--- config.mk ---
export PLATFORM = sky130hd
export DESIGN_NAME = duart_sfr
export DESIGN_NICKNAME = d
export VERILOG_FILES = /design/src/rtl/duart_sfr.sv
export SDC_FILE = /design/constraint.sdc
export NUM_CORES = 1
export LEC_CHECK = 0
export BUFFER_PORTS_ARGS = -buffer_cell sky130_fd_sc_hd__buf_2
export CORE_MARGIN = 10
export CORE_UTILIZATION = 40
export DETAILED_ROUTE_END_ITERATION = 16
export GPL_TIMING_DRIVEN = 0
export HOLD_SLACK_MARGIN = 0.03
export PLACE_DENSITY_LB_ADDON = 0.2
export SYNTH_ARGS = -nofsm -noshare
export SYNTH_HDL_FRONTEND = slang
export SYNTH_SLANG_ARGS = --single-unit
--- constraint.sdc ---
create_clock -name clk -period 1.5 [get_ports clk]
set_input_delay 0.075 -clock clk [delete_from_list [all_inputs] [get_ports clk]]
set_output_delay 0.075 -clock clk [all_outputs]
set_load 0.005 [all_outputs]
--- src/rtl/duart_sfr.sv ---
// Debug UART APB register block: TXD/CR/SR/ETUC registers, transmit-start strobe,
// and a busy flag that is cleared by a resynchronised done toggle from the serial clock domain.
module duart_sfr #(
  parameter logic [15:0] INITETU = 16'd32,
  parameter int          AW      = 12
) (
  input  logic          clk,
  input  logic          resetn,
  input  logic          psel,
  input  logic          penable,
  input  logic          pwrite,
  input  logic [AW-1:0] paddr,
  input  logic [31:0]   pwdata,
  output logic [31:0]   prdata,
  output logic          pready,
  output logic          pslverr,
  output logic [7:0]    txdata,
  output logic          txen,
  output logic [15:0]   etu,
  output logic          txstart,
  output logic          txbusy,
  input  logic          done_tgl
);

  localparam logic [AW-1:0] ADDR_TXD  = AW'(32'h0000_0000);
  localparam logic [AW-1:0] ADDR_CR   = AW'(32'h0000_0004);
  localparam logic [AW-1:0] ADDR_SR   = AW'(32'h0000_0008);
  localparam logic [AW-1:0] ADDR_ETUC = AW'(32'h0000_000C);

  logic        apbwr_s, apbrd_s;
  logic        sel_txd_s, sel_cr_s, sel_sr_s, sel_etuc_s;
  logic        done_pulse_s;
  logic        unused_pwdata_s;

  logic [7:0]  txdata_q, txdata_d;
  logic        txen_q, txen_d;
  logic [15:0] etu_q, etu_d;
  logic        txstart_q, txstart_d;
  logic        txbusy_q, txbusy_d;
  logic        s1_q, s2_q, s3_q;

  assign apbwr_s    = psel & penable & pwrite;
  assign apbrd_s    = psel & penable & ~pwrite;
  assign sel_txd_s  = (paddr == ADDR_TXD);
  assign sel_cr_s   = (paddr == ADDR_CR);
  assign sel_sr_s   = (paddr == ADDR_SR);
  assign sel_etuc_s = (paddr == ADDR_ETUC);

  assign done_pulse_s    = s2_q ^ s3_q;
  assign unused_pwdata_s = ^pwdata[31:16];

  // Register writes, start strobe and busy set/clear (set has priority over clear)
  always_comb begin
    txdata_d  = txdata_q;
    txen_d    = txen_q;
    etu_d     = etu_q;
    txbusy_d  = txbusy_q;
    txstart_d = apbwr_s & txen_q & sel_txd_s & ~txbusy_q;
    if (apbwr_s && sel_txd_s) begin
      txdata_d = pwdata[7:0];
    end else begin
      txdata_d = txdata_q;
    end
    if (apbwr_s && sel_cr_s) begin
      txen_d = pwdata[0];
    end else begin
      txen_d = txen_q;
    end
    if (apbwr_s && sel_etuc_s) begin
      etu_d = pwdata[15:0];
    end else begin
      etu_d = etu_q;
    end
    if (txstart_q) begin
      txbusy_d = 1'b1;
    end else if (done_pulse_s) begin
      txbusy_d = 1'b0;
    end else begin
      txbusy_d = txbusy_q;
    end
  end

  // State registers, including the three-flop done toggle synchroniser
  always_ff @(posedge clk or negedge resetn) begin
    if (!resetn) begin
      txdata_q  <= 8'h00;
      txen_q    <= 1'b1;
      etu_q     <= INITETU;
      txstart_q <= 1'b0;
      txbusy_q  <= 1'b0;
      s1_q      <= 1'b0;
      s2_q      <= 1'b0;
      s3_q      <= 1'b0;
    end else begin
      txdata_q  <= txdata_d;
      txen_q    <= txen_d;
      etu_q     <= etu_d;
      txstart_q <= txstart_d;
      txbusy_q  <= txbusy_d;
      s1_q      <= done_tgl;
      s2_q      <= s1_q;
      s3_q      <= s2_q;
    end
  end

  assign prdata = ({32{apbrd_s & sel_txd_s}}  & {24'h00_0000, txdata_q})
                | ({32{apbrd_s & sel_cr_s}}   & {31'h0000_0000, txen_q})
                | ({32{apbrd_s & sel_sr_s}}   & {31'h0000_0000, txbusy_q})
                | ({32{apbrd_s & sel_etuc_s}} & {16'h0000, etu_q});

  assign pready  = 1'b1;
  assign pslverr = 1'b0;
  assign txdata  = txdata_q;
  assign txen    = txen_q;
  assign etu     = etu_q;
  assign txstart = txstart_q;
  assign txbusy  = txbusy_q;

endmodule

## After elaboration in Yosys (flattened, before gate mapping)

Index checks and enable logic that the tools add are counted.

- Eq/ne operators: 3
- Multiplexer cells: 2
- Bitwise logic cells: 20
- Reductions and logical operators: 5

Operators with widths:

| operator | count |
|---|---|
| 32-bit bitwise OR | 3 |
| 32-bit by 1-bit AND with 32-bit output | 2 |
| 32-bit by 16-bit AND with 32-bit output | 1 |
| 32-bit by 8-bit AND with 32-bit output | 1 |
| 12-bit by 4-bit equality test with 1-bit output, second input constant | 2 |
| 12-bit by 3-bit equality test with 1-bit output, second input constant | 1 |
| 12-bit zero test | 1 |
| 1-bit AND | 10 |
| 1-bit logical AND | 3 |
| 1-bit two-way mux | 2 |
| 1-bit inverter | 2 |
| 2-bit nonzero test | 1 |
| 1-bit XOR | 1 |

- Flip-flop bits (word level): 30
- Bits of input ports: 50
- Output and inout bits: 61
- Logic and storage cells: 38

## Depth between registers and ports, before layout

- Depth in word-level cells: 7
- Mapped depth: 6

## Worst setup path after synthesis

No wires, ideal clock.

- Path type: input port to flip-flop
- From: input port paddr[1]
- To: register etu_q[0] (netlist: etu[0])
- Library setup time: 0.125 ns
- Data arrival time: 1.485 ns
- Path slack: -0.110 ns
- Cell stages on the path: 6
- Path through: nor4_4 nand4_2 or3b_1 buf_6 buf_12 mux2_4

- Longest elaborated chain between the ends: 2

RTL lines:

| item | line | RTL |
|---|---|---|
| start: declaration | 12 | `input logic [AW-1:0] paddr,` |
| 12-bit by 4-bit equality test with 1-bit output | 47 | `assign sel_etuc_s = (paddr == ADDR_ETUC);` |
| 1-bit logical AND | 69 | `if (apbwr_s && sel_etuc_s) begin` |
| end signal: assignment | 97 | `etu_q <= etu_d;` |
| end: declaration | 37 | `logic [15:0] etu_q, etu_d;` |

No other way between the ends.
A chain may end at the register's enable or synchronous reset.

## Worst setup path in the final report

- From: input port paddr[0]
- To: register etu_q[6] (netlist: etu[6])

The elaborated chain is that of the path after synthesis.

==> impl_metrics.toml <==
[run_status]
status = "finished, final reports clean"

[layout]
synthToLayoutAreaGrowth_pct = 51.7
stdcell_area_sq_mm = 0.00238
layout_common_cells = "buf_2 (76), dfrtp_1 (28), buf_4 (23)"
fill_cells = 307
antenna_cells = 0
final_common_cell = "buf_2"
fin_nets = 289
drive_gt1_share_pct = 60.4

[floorplanning]
num_rows = 22
die_w_um = 82.7
die_area_sq_mm = 0.00684
core_sq_mm = 0.00374
io_pins = 111
die_h_um = 82.7
start_util_pct = 42.0

[detailed_routing]
final_antenna_net_count = 0
vias_per_cell = 4.52
num_vias = 1301
firstDrtPassIters = 4
routed_wl_um = 4460
drcViolationCount = 0
routedWlPerCell_um = 15.5
drt_iter0_drc = 15

[clock_tree]
clk_path_buf_depth = 2
cts_buffers = 5
clock_sinks = 30
clkSlewWorstSetupHoldPaths_ps = 60
h-tree-depth = 2
clk-insertion-delay-late_ps = 270
cts-root-buf = "clkbuf_8"
cts_tree = "done"

[setup_path]
cp-start-kind = "primary input"
path_max_fanout = 5
r2r_start = "txbusy$_DFFE_PN0P_"
rr_endpoint = "txstart$_DFF_PN0_"
critical-path-top-delay-family = "simple AND/OR/NAND/NOR gates"
slowest_stage = "or3b_4"
critPathMaxStageDelay_ps = 480
crit_arrival_ps = 1630
worst_ep_required_time_ps = 1660
crit_buf_inv = 2
worstSetupPathType = "primary input to register"
r2r.worst_path.cells = 2
critical_path_depth = 6
critPathLaunch = "paddr[0]"
crit_chain = "buf_2 > nor4_4 > nand4_4 > or3b_4 > clkbuf_16 > mux2_4"
crit_path_end = "etu[6]$_DFFE_PN0P_"
reg2reg_slack_ps = 610
critPathCaptureType = "register"

[sta]
slew_headroom_pct = 56.1
hold_violations = 0
max_freq_mhz = 680
setup_viol = 0
fin_crit_sh_pct = 98.0
fin_crit_ps = 1470
worst_clock_skew_ps = 0.145
slew_viol_final = 0
tightest_slew_ps = 658
rsz0062_at_grt = "yes"

[synthesis]
ys_types = 26
synth.avg_cell_area_sq_um = 12.9
syn_area_sq_mm = 0.00157
ys_seq_elements = 30
yosysSeqAreaShare_pct = 47.9
syn_inst = 122
ys_warn_count = 0

[power_and_ir_drop]
static-leakage-power_nw = 1.38
power.density_mw_per_mm2 = 692
ir_drop_uv = 555
power_mw = 1.65

[placed_design]
port-buffer-count = 76
place_area_sq_mm = 0.00207
gp_congestion = 0.780
dpl.hpwl_um = 3320

[global_routing]
grt-ovfl-total = 0
grt_util_all_layers_pct = 12.3
grt_antenna_before_repair = 0
grt_pass1_vias = 1358
grt_pass1_wl_um = 6440
grt_max_degree = 31

[flow_run]
cap_violations = 0

[hold_path]
hold_path_class = "primary input to register"
report_power, final:
part	leakage (nW)	internal, mW	switching (mW)
sequential	0.405	0.815	0.00240
clock	0.0482	0.369	0.288
combinational	0.930	0.0972	0.0780
how the worst min path moves through the flow:
stage / slack, ps / from / to / cells after the start
after floorplan: -220 / resetn / etu[0]$_DFFE_PN0P_ / 0
after global placement: 140 / resetn / txdata[6]$_DFFE_PN0P_ / 1
after detailed placement: 150 / resetn / txdata[6]$_DFFE_PN0P_ / 1
after CTS: 30 / pwdata[2] / etu[2]$_DFFE_PN0P_ / 2
after global routing: 30 / pwdata[1] / etu[1]$_DFFE_PN0P_ / 2
final: 40 / pwdata[1] / etu[1]$_DFFE_PN0P_ / 2
per-stage QoR:
| stage | utilization [%] | cells | hold WS, ps | TNS [ps] | setup WS, ps |
|---|---|---|---|---|---|
| finish | 63.7 | 288 | 43.7 | 0 | 30.4 |
| global route | 63.7 | 288 | 31.1 | -9.71 | -5.12 |
| CTS | 61.5 | 284 | 30.5 | 0 | 5.93 |
| detailed placement | 55.3 | 262 | 155 | -7770 | -299 |
| global placement | 55.3 | 262 | 143 | -7550 | -297 |
| floorplan | - | 138 | -221 | -899 | -94.0 |
metal layers:
metal	global-route usage (%)	up-vias	wire, um
li1	-	622	-
met1	12.1	607	1590
met2	21.5	66	2150
met3	7.02	6	665
met4	3.51	0	45
met5	0	-	0
logic make-up (layout without fill, tap and decap cells):
group | count (synthesis) | count (layout) | synth area share [%]
DFF | 30 | 30 | 47.9
AOI/OAI and AO/OA | 8 | 8 | 3.82
xor gates and xnor gates | 1 | 1 | 0.557
buffers and inverters | 24 | 126 | 11.6
other | 2 | 18 | 0.478
muxes | 26 | 26 | 21.7
and+or+nand+nor | 31 | 31 | 13.9
state kept, by name, summed over array words and instances, names as in the netlist:
| register | count |
|---|---|
| s3_q | 1 |
| txdata | 8 |
| txen | 1 |
| s1_q | 1 |
| txbusy | 1 |
| txstart | 1 |
| s2_q | 1 |
| etu | 16 |
cell type report:
cell class	instances	area [sq um]	share of cell area, %
flip-flops and latches	30	753	31.6
inverters	2	7.51	0.315
well taps	48	60.1	2.52
clock buffers	7	86.3	3.62
multi-input cells	84	721	30.2
plain buffers	20	160	6.72
clock inverters	1	5.00	0.210
repair buffers	96	591	24.8
synth_stat cells, drive strengths merged:
| master | instances | share of area, % |
|---|---|---|
| nor3b | 1 | 0.48 |
| inv | 2 | 0.48 |
| conb | 2 | 0.48 |
| nor2b | 1 | 0.40 |
| dfrtp | 28 | 45 |
| dfstp | 2 | 3.3 |
| nor4 | 2 | 2.7 |
| clkbuf | 1 | 0.24 |
| or3b | 1 | 0.56 |
| buf | 21 | 11 |
| mux4 | 1 | 1.4 |
| nand2b | 1 | 0.40 |
| a21o | 1 | 0.48 |
| a22oi | 7 | 3.3 |
| and2 | 9 | 3.6 |
| nor4b | 2 | 1.1 |
| nand4 | 2 | 1.2 |
| nor2 | 11 | 2.6 |
| and4bb | 1 | 0.80 |
| mux2 | 25 | 20 |
| xnor2 | 1 | 0.56 |
timing repair:
| item | CTS | global route |
|---|---|---|
| pin swaps | 0 | 4 |
| hold buffers | 11 | 2 |
| buffers inserted | 3 | 3 |
| hold endpoints to repair | 38 | 2 |
| endpoints found under the setup margin | 14 | 39 |
| cloned | 0 | 1 |
| resized for setup | 1 | 6 |
No activity file was read; power rests on OpenSTA's default activity.
